===== config.mk =====
export PLATFORM = sky130hd
export DESIGN_NAME = alu_arbiter
export DESIGN_NICKNAME = d
export VERILOG_FILES = /design/src/rtl/alu_arbiter.sv
export SDC_FILE = /design/constraint.sdc
export NUM_CORES = 1
export LEC_CHECK = 0
export CAP_MARGIN = 10
export CORE_AREA = 4 4 126 128
export DETAILED_ROUTE_END_ITERATION = 8
export DIE_AREA = 0 0 130 132
export GPL_TIMING_DRIVEN = 1
export PLACE_DENSITY = 0.72
export SYNTH_ARGS = -nofsm -noshare
export SYNTH_HDL_FRONTEND = slang
export SYNTH_SLANG_ARGS = --single-unit

===== constraint.sdc =====
create_clock -name i_clk -period 1.7 [get_ports i_clk]
set_input_delay 0.34 -clock i_clk [delete_from_list [all_inputs] [get_ports i_clk]]
set_output_delay 0.34 -clock i_clk [all_outputs]
set_load 0.05 [all_outputs]

===== src/rtl/alu_arbiter.sv =====
// Two-requester arbiter in front of one shared combinational ALU. Each requester owns a
// one-entry response slot that captures the ALU result on the cycle its request is accepted.
module alu_arbiter #(
  parameter int unsigned TAG_W      = 4,
  parameter bit          PRIO_FIXED = 1'b0
) (
  input  logic             i_clk,
  input  logic             i_rst,
  // requester 0
  input  logic             i_req0_valid,
  output logic             o_req0_ready,
  input  logic [31:0]      i_req0_a,
  input  logic [31:0]      i_req0_b,
  input  logic [3:0]       i_req0_sel,
  input  logic [TAG_W-1:0] i_req0_tag,
  // requester 1
  input  logic             i_req1_valid,
  output logic             o_req1_ready,
  input  logic [31:0]      i_req1_a,
  input  logic [31:0]      i_req1_b,
  input  logic [3:0]       i_req1_sel,
  input  logic [TAG_W-1:0] i_req1_tag,
  // response 0
  output logic             o_rsp0_valid,
  input  logic             i_rsp0_ready,
  output logic [31:0]      o_rsp0_res,
  output logic [TAG_W-1:0] o_rsp0_tag,
  // response 1
  output logic             o_rsp1_valid,
  input  logic             i_rsp1_ready,
  output logic [31:0]      o_rsp1_res,
  output logic [TAG_W-1:0] o_rsp1_tag,
  // shared ALU
  output logic [31:0]      o_alu_a,
  output logic [31:0]      o_alu_b,
  output logic [3:0]       o_alu_sel,
  input  logic [31:0]      i_alu_res
);

  logic             r_rsp0_valid;
  logic             r_rsp1_valid;
  logic [31:0]      r_rsp0_res;
  logic [31:0]      r_rsp1_res;
  logic [TAG_W-1:0] r_rsp0_tag;
  logic [TAG_W-1:0] r_rsp1_tag;
  logic             r_rr_ptr;  // requester preferred on the next tie

  logic w_elig0;
  logic w_elig1;
  logic w_grant0;
  logic w_grant1;

  // A slot that is draining this cycle can be refilled in the same cycle.
  assign w_elig0 = i_req0_valid && (!r_rsp0_valid || i_rsp0_ready);
  assign w_elig1 = i_req1_valid && (!r_rsp1_valid || i_rsp1_ready);

  // Grant selection; reset suppresses all grants so nothing is accepted while in reset.
  always_comb begin
    w_grant0 = 1'b0;
    w_grant1 = 1'b0;
    if (!i_rst) begin
      if (w_elig0 && w_elig1) begin
        if (PRIO_FIXED || !r_rr_ptr) begin
          w_grant0 = 1'b1;
        end else begin
          w_grant1 = 1'b1;
        end
      end else begin
        w_grant0 = w_elig0;
        w_grant1 = w_elig1;
      end
    end
  end

  // Route the granted operands to the shared ALU; idle drives zeros.
  always_comb begin
    o_alu_a   = 32'h0;
    o_alu_b   = 32'h0;
    o_alu_sel = 4'h0;
    if (w_grant0) begin
      o_alu_a   = i_req0_a;
      o_alu_b   = i_req0_b;
      o_alu_sel = i_req0_sel;
    end else if (w_grant1) begin
      o_alu_a   = i_req1_a;
      o_alu_b   = i_req1_b;
      o_alu_sel = i_req1_sel;
    end
  end

  // Round-robin pointer moves to the loser of each grant and holds when idle.
  always_ff @(posedge i_clk) begin
    if (i_rst) begin
      r_rr_ptr <= 1'b0;
    end else if (w_grant0) begin
      r_rr_ptr <= 1'b1;
    end else if (w_grant1) begin
      r_rr_ptr <= 1'b0;
    end
  end

  // Response slot 0: fill on accept, empty on drain without a refill.
  always_ff @(posedge i_clk) begin
    if (i_rst) begin
      r_rsp0_valid <= 1'b0;
      r_rsp0_res   <= 32'h0;
      r_rsp0_tag   <= '0;
    end else if (w_grant0) begin
      r_rsp0_valid <= 1'b1;
      r_rsp0_res   <= i_alu_res;
      r_rsp0_tag   <= i_req0_tag;
    end else if (i_rsp0_ready) begin
      r_rsp0_valid <= 1'b0;
    end
  end

  // Response slot 1: fill on accept, empty on drain without a refill.
  always_ff @(posedge i_clk) begin
    if (i_rst) begin
      r_rsp1_valid <= 1'b0;
      r_rsp1_res   <= 32'h0;
      r_rsp1_tag   <= '0;
    end else if (w_grant1) begin
      r_rsp1_valid <= 1'b1;
      r_rsp1_res   <= i_alu_res;
      r_rsp1_tag   <= i_req1_tag;
    end else if (i_rsp1_ready) begin
      r_rsp1_valid <= 1'b0;
    end
  end

  assign o_req0_ready = w_grant0;
  assign o_req1_ready = w_grant1;
  assign o_rsp0_valid = r_rsp0_valid;
  assign o_rsp1_valid = r_rsp1_valid;
  assign o_rsp0_res   = r_rsp0_res;
  assign o_rsp1_res   = r_rsp1_res;
  assign o_rsp0_tag   = r_rsp0_tag;
  assign o_rsp1_tag   = r_rsp1_tag;

endmodule


==> reports/qor.tcl <==
set qor(overflow_left_after_global_routing) 0
set qor(number_of_cells_on_the_worst_reg_to_reg_path) 13
set qor(htree_num_levels) 3
set qor(cts.path.max_buffers) 2
set qor(io_pins) 326
set qor(post-route-worst-setup-slack_ps) -443.8
set qor(port-buffer-count) 325
set qor(hold_path_startpoint) {i_rst}
set qor(final_cell_count_no_fill) 1082
set qor(place.gp.congestion) 0.8832
set qor(ys.warnings.count) 0
set qor(ys_types) 17
set qor(synth.largest_area_cell) {dfxtp_1}
set qor(crit_path_max_fanout) 9
set qor(cts-root-buf) {clkbuf_16}
set qor(final_hold_viol_count) 0
set qor(criticalPathCategory) {reg -> out}
set qor(drt_iter0_drc) 196
set qor(power.sequential.fraction) 0.268
set qor(dp.final_hpwl_um) 15820
set qor(achievable-frequency_mhz) 466.5
set qor(global_route.usage.total) 0.2350
set qor(yosysSeqAreaShare) 0.3245
set qor(worstPathCellList) {nor2b_4 > o211ai_1 > buf_4 > buf_12 > o32ai_4 > buf_6}
set qor(largest_net_degree_at_the_start_of_global_routing) 71
set qor(postSynthNetCount) 715
set qor(routed_via_density) 4.831
set qor(drt.antenna.violating_nets) 0
set qor(clock_latency_ps) 330
set qor(detailed_route_wl_um) 21320
set qor(min_path_type) {in -> reg}
set qor(synth_edf_count) 0
set qor(outcome) {finished with violations}
set qor(drt_drc_violations_left) 0
set qor(post_synth_top_area_share) 0.3245
set qor(timing.critical_path.required_ps) 1360
set qor(fin_tns_setup_ps) -32720
set qor(core-area_um2) 14860
set qor(dr_total_vias) 5227
set qor(critical_path.max_stage_delay_ps) 340
set qor(setup_violations) 85
set qor(area.growth.synth_to_final_pct) 125.6
set qor(final_design_area_no_fill_um2) 10440
set qor(final_nets) 1069
set qor(clk_pin_slew_ps) 60
set qor(grt_setup_unrepaired) {true}
set qor(grt_first_pass_wirelength_um) 31750
set qor(crit_slowest_cell) {dfxtp_4}
set qor(post_drt_wl_per_cell_um) 19.71
set qor(critical_path.reg2reg.endpoint) {o_rsp0_res[3]}
set qor(post_synth_instance_area_um2) 4627
set qor(tritoncts.num_buffers) 9
set qor(hold_ws_ps) 445.5
set qor(placed_cell_area_um2) 9295
set qor(first_global_vias) 5618
set qor(rrSetupSlack_ps) -400
set qor(num-fill-cells) 1065
set qor(chipWidth_um) 130
set qor(drtPass1Iterations) 4
set qor(internal_power_mw) 4.620
set qor(grt_antenna_before_repair) 2
set qor(logic_gate_share_of_total_power) 0.473
set qor(power.net_switching_mw) 2.697
set qor(hold-path-endpoint) {o_rsp1_res[11]}
set qor(ratio_of_total_power_to_cell_area_nw_per_um2) 700.9
set qor(cts.sink_count) 75
set qor(num_rows) 45
set qor(placed_cells_incl_taps) 1036
set qor(clock_power_share) 0.259
set qor(synth.area.top_cells) {dfxtp_1 32%, nand2b_1 25%, mux2i_1 16%}
set qor(critical_path.endpoint_type) {output port}
set qor(dieArea_um2) 17160
set qor(worst_slew_pin_slew_ps) 460.0
set qor(peakVddDrop_v) 0.0005951
set qor(share_of_final_layout_standard_cells_stronger_than_drive_strength_1) 0.3487
set qor(post-route-util) 0.7024
set qor(timing.critical_path.from_type) {flop}
set qor(synthCells) 533
set qor(timing.final.crit_period_ps) 2144
set qor(floorplan.die.height_um) 132
set qor(initial_core_util) 0.3113
set qor(final.period_utilization) 1.261
set qor(slew_headroom) 0.6934
set qor(r2r_startpoint) {r_rr_ptr}
set qor(swShare) 0.3687
set qor(synth.ff_latch_count) 75
set qor(leakage_power_total_nw) 4.287
set qor(synthArstFlopShare) 0
set qor(whs_path_depth) 3
set qor(worst_ep_arrival_time_ps) 1800
set qor(synth-main-ff-cell) {dfxtp_1}
set qor(cap_viol_max_count) 0
set qor(synth_area_per_cell_um2) 8.681
set qor(timing.clock.skew_ps) 5.377
set qor(violations) {negative setup slack}
set qor(tritoncts) {done}
set qor(slew_viol_final) 0
how the worst max path moves through the flow:
stage	start	end	cells after the start
after floorplan	i_rst	o_alu_a[22]	4
after global placement	i_rsp0_ready	o_alu_b[3]	7
after detailed placement	i_rsp0_ready	o_alu_b[19]	7
after CTS	o_rsp1_valid	o_alu_a[9]	6
after global routing	o_rsp1_valid	o_alu_a[13]	6
final	o_rsp1_valid	o_alu_a[17]	6
power by group through the flow:
stage	clock network (mW)	logic, mW	registers [mW]
global placement	0	3.07	1.99
detailed placement	0	3.11	1.99
finish	1.90	3.46	1.96
floorplan	0	1.59	2.42
global route	2.04	3.60	1.97
CTS	1.95	3.43	1.96
logic make-up after synthesis:
logic type | after synthesis | synth area share
buf+inv | 120 | 0.1230
mux | 72 | 0.1558
flops | 75 | 0.3245
compound gates | 77 | 0.1428
simple gates | 189 | 0.2539
cell type report:
| class | instances | area (um2) | area share |
|---|---|---|---|
| tap | 188 | 235.2 | 0.02253 |
| sequential | 75 | 1510 | 0.1447 |
| clock inverter | 7 | 73.82 | 0.007071 |
| antenna | 2 | 5.005 | 0.0004794 |
| clock buffer | 9 | 225.2 | 0.02157 |
| timing repair buffer | 394 | 4237 | 0.4058 |
| multi-input combinational | 338 | 3895 | 0.3731 |
| inverter | 69 | 259.0 | 0.02481 |
critical path, delay by kind of cell (launching register included):
family | cells | cell delay, ps
AND/OR/NAND/NOR | 1 | 140
buffers and inverters | 3 | 580
AO/OA/AOI/OAI | 2 | 400
flip-flops | 1 | 340
state kept, by name, summed over array words and instances (netlist names):
register	flops
o_rsp0_tag	4
o_rsp1_tag	4
o_rsp0_res	32
r_rr_ptr	1
o_rsp0_valid	1
o_rsp1_valid	1
o_rsp1_res	32
routing by layer:
layer | GRT usage | share of wire
met1 | 0.2625 | 0.37
met2 | 0.4183 | 0.50
met3 | 0.07131 | 0.088
met4 | 0.08083 | 0.037
met5 | 0 | 0.00061
placed cells by master (no fill, tap or decap), drive strengths merged:
cell type	n
nor2b	2
nor2	2
o21ai	2
mux2i	72
inv	72
dfxtp	75
o211ai	2
bufinv	1
bufbuf	1
buf	212
clkinv	1
clkbuf	10
a21oi	3
nand2b	184
clkinvlp	2
o211a	2
dlygate4sd2	4
o32ai	68
nand2	1
clkdlybuf4s50	176
diode	2
Yosys cell counts, types with 3 or more instances:
| master | number |
|---|---|
| mux2i_1 | 72 |
| inv_1 | 69 |
| o32ai_1 | 68 |
| buf_2 | 11 |
| dfxtp_1 | 75 |
| buf_6 | 13 |
| a21oi_1 | 3 |
| clkbuf_1 | 25 |
| nand2b_1 | 184 |
metrics by stage:
stage          setup slack [ps]  power, mW
6_report                 -443.8      7.317
3_3_place_gp             -627.2      5.059
3_5_place_dp             -655.4      5.102
5_1_grt                  -521.6      7.608
4_1_cts                  -473.9      7.344
2_1_floorplan            -415.9      4.010
timing repair:
action	CTS	global route
cloned	8	1
pin swaps	13	13
endpoints found under the setup margin	81	116
gates resized for setup	102	9
buffers inserted	18	2
hold buffers	0	0
Power figures use the tool's default switching activity.
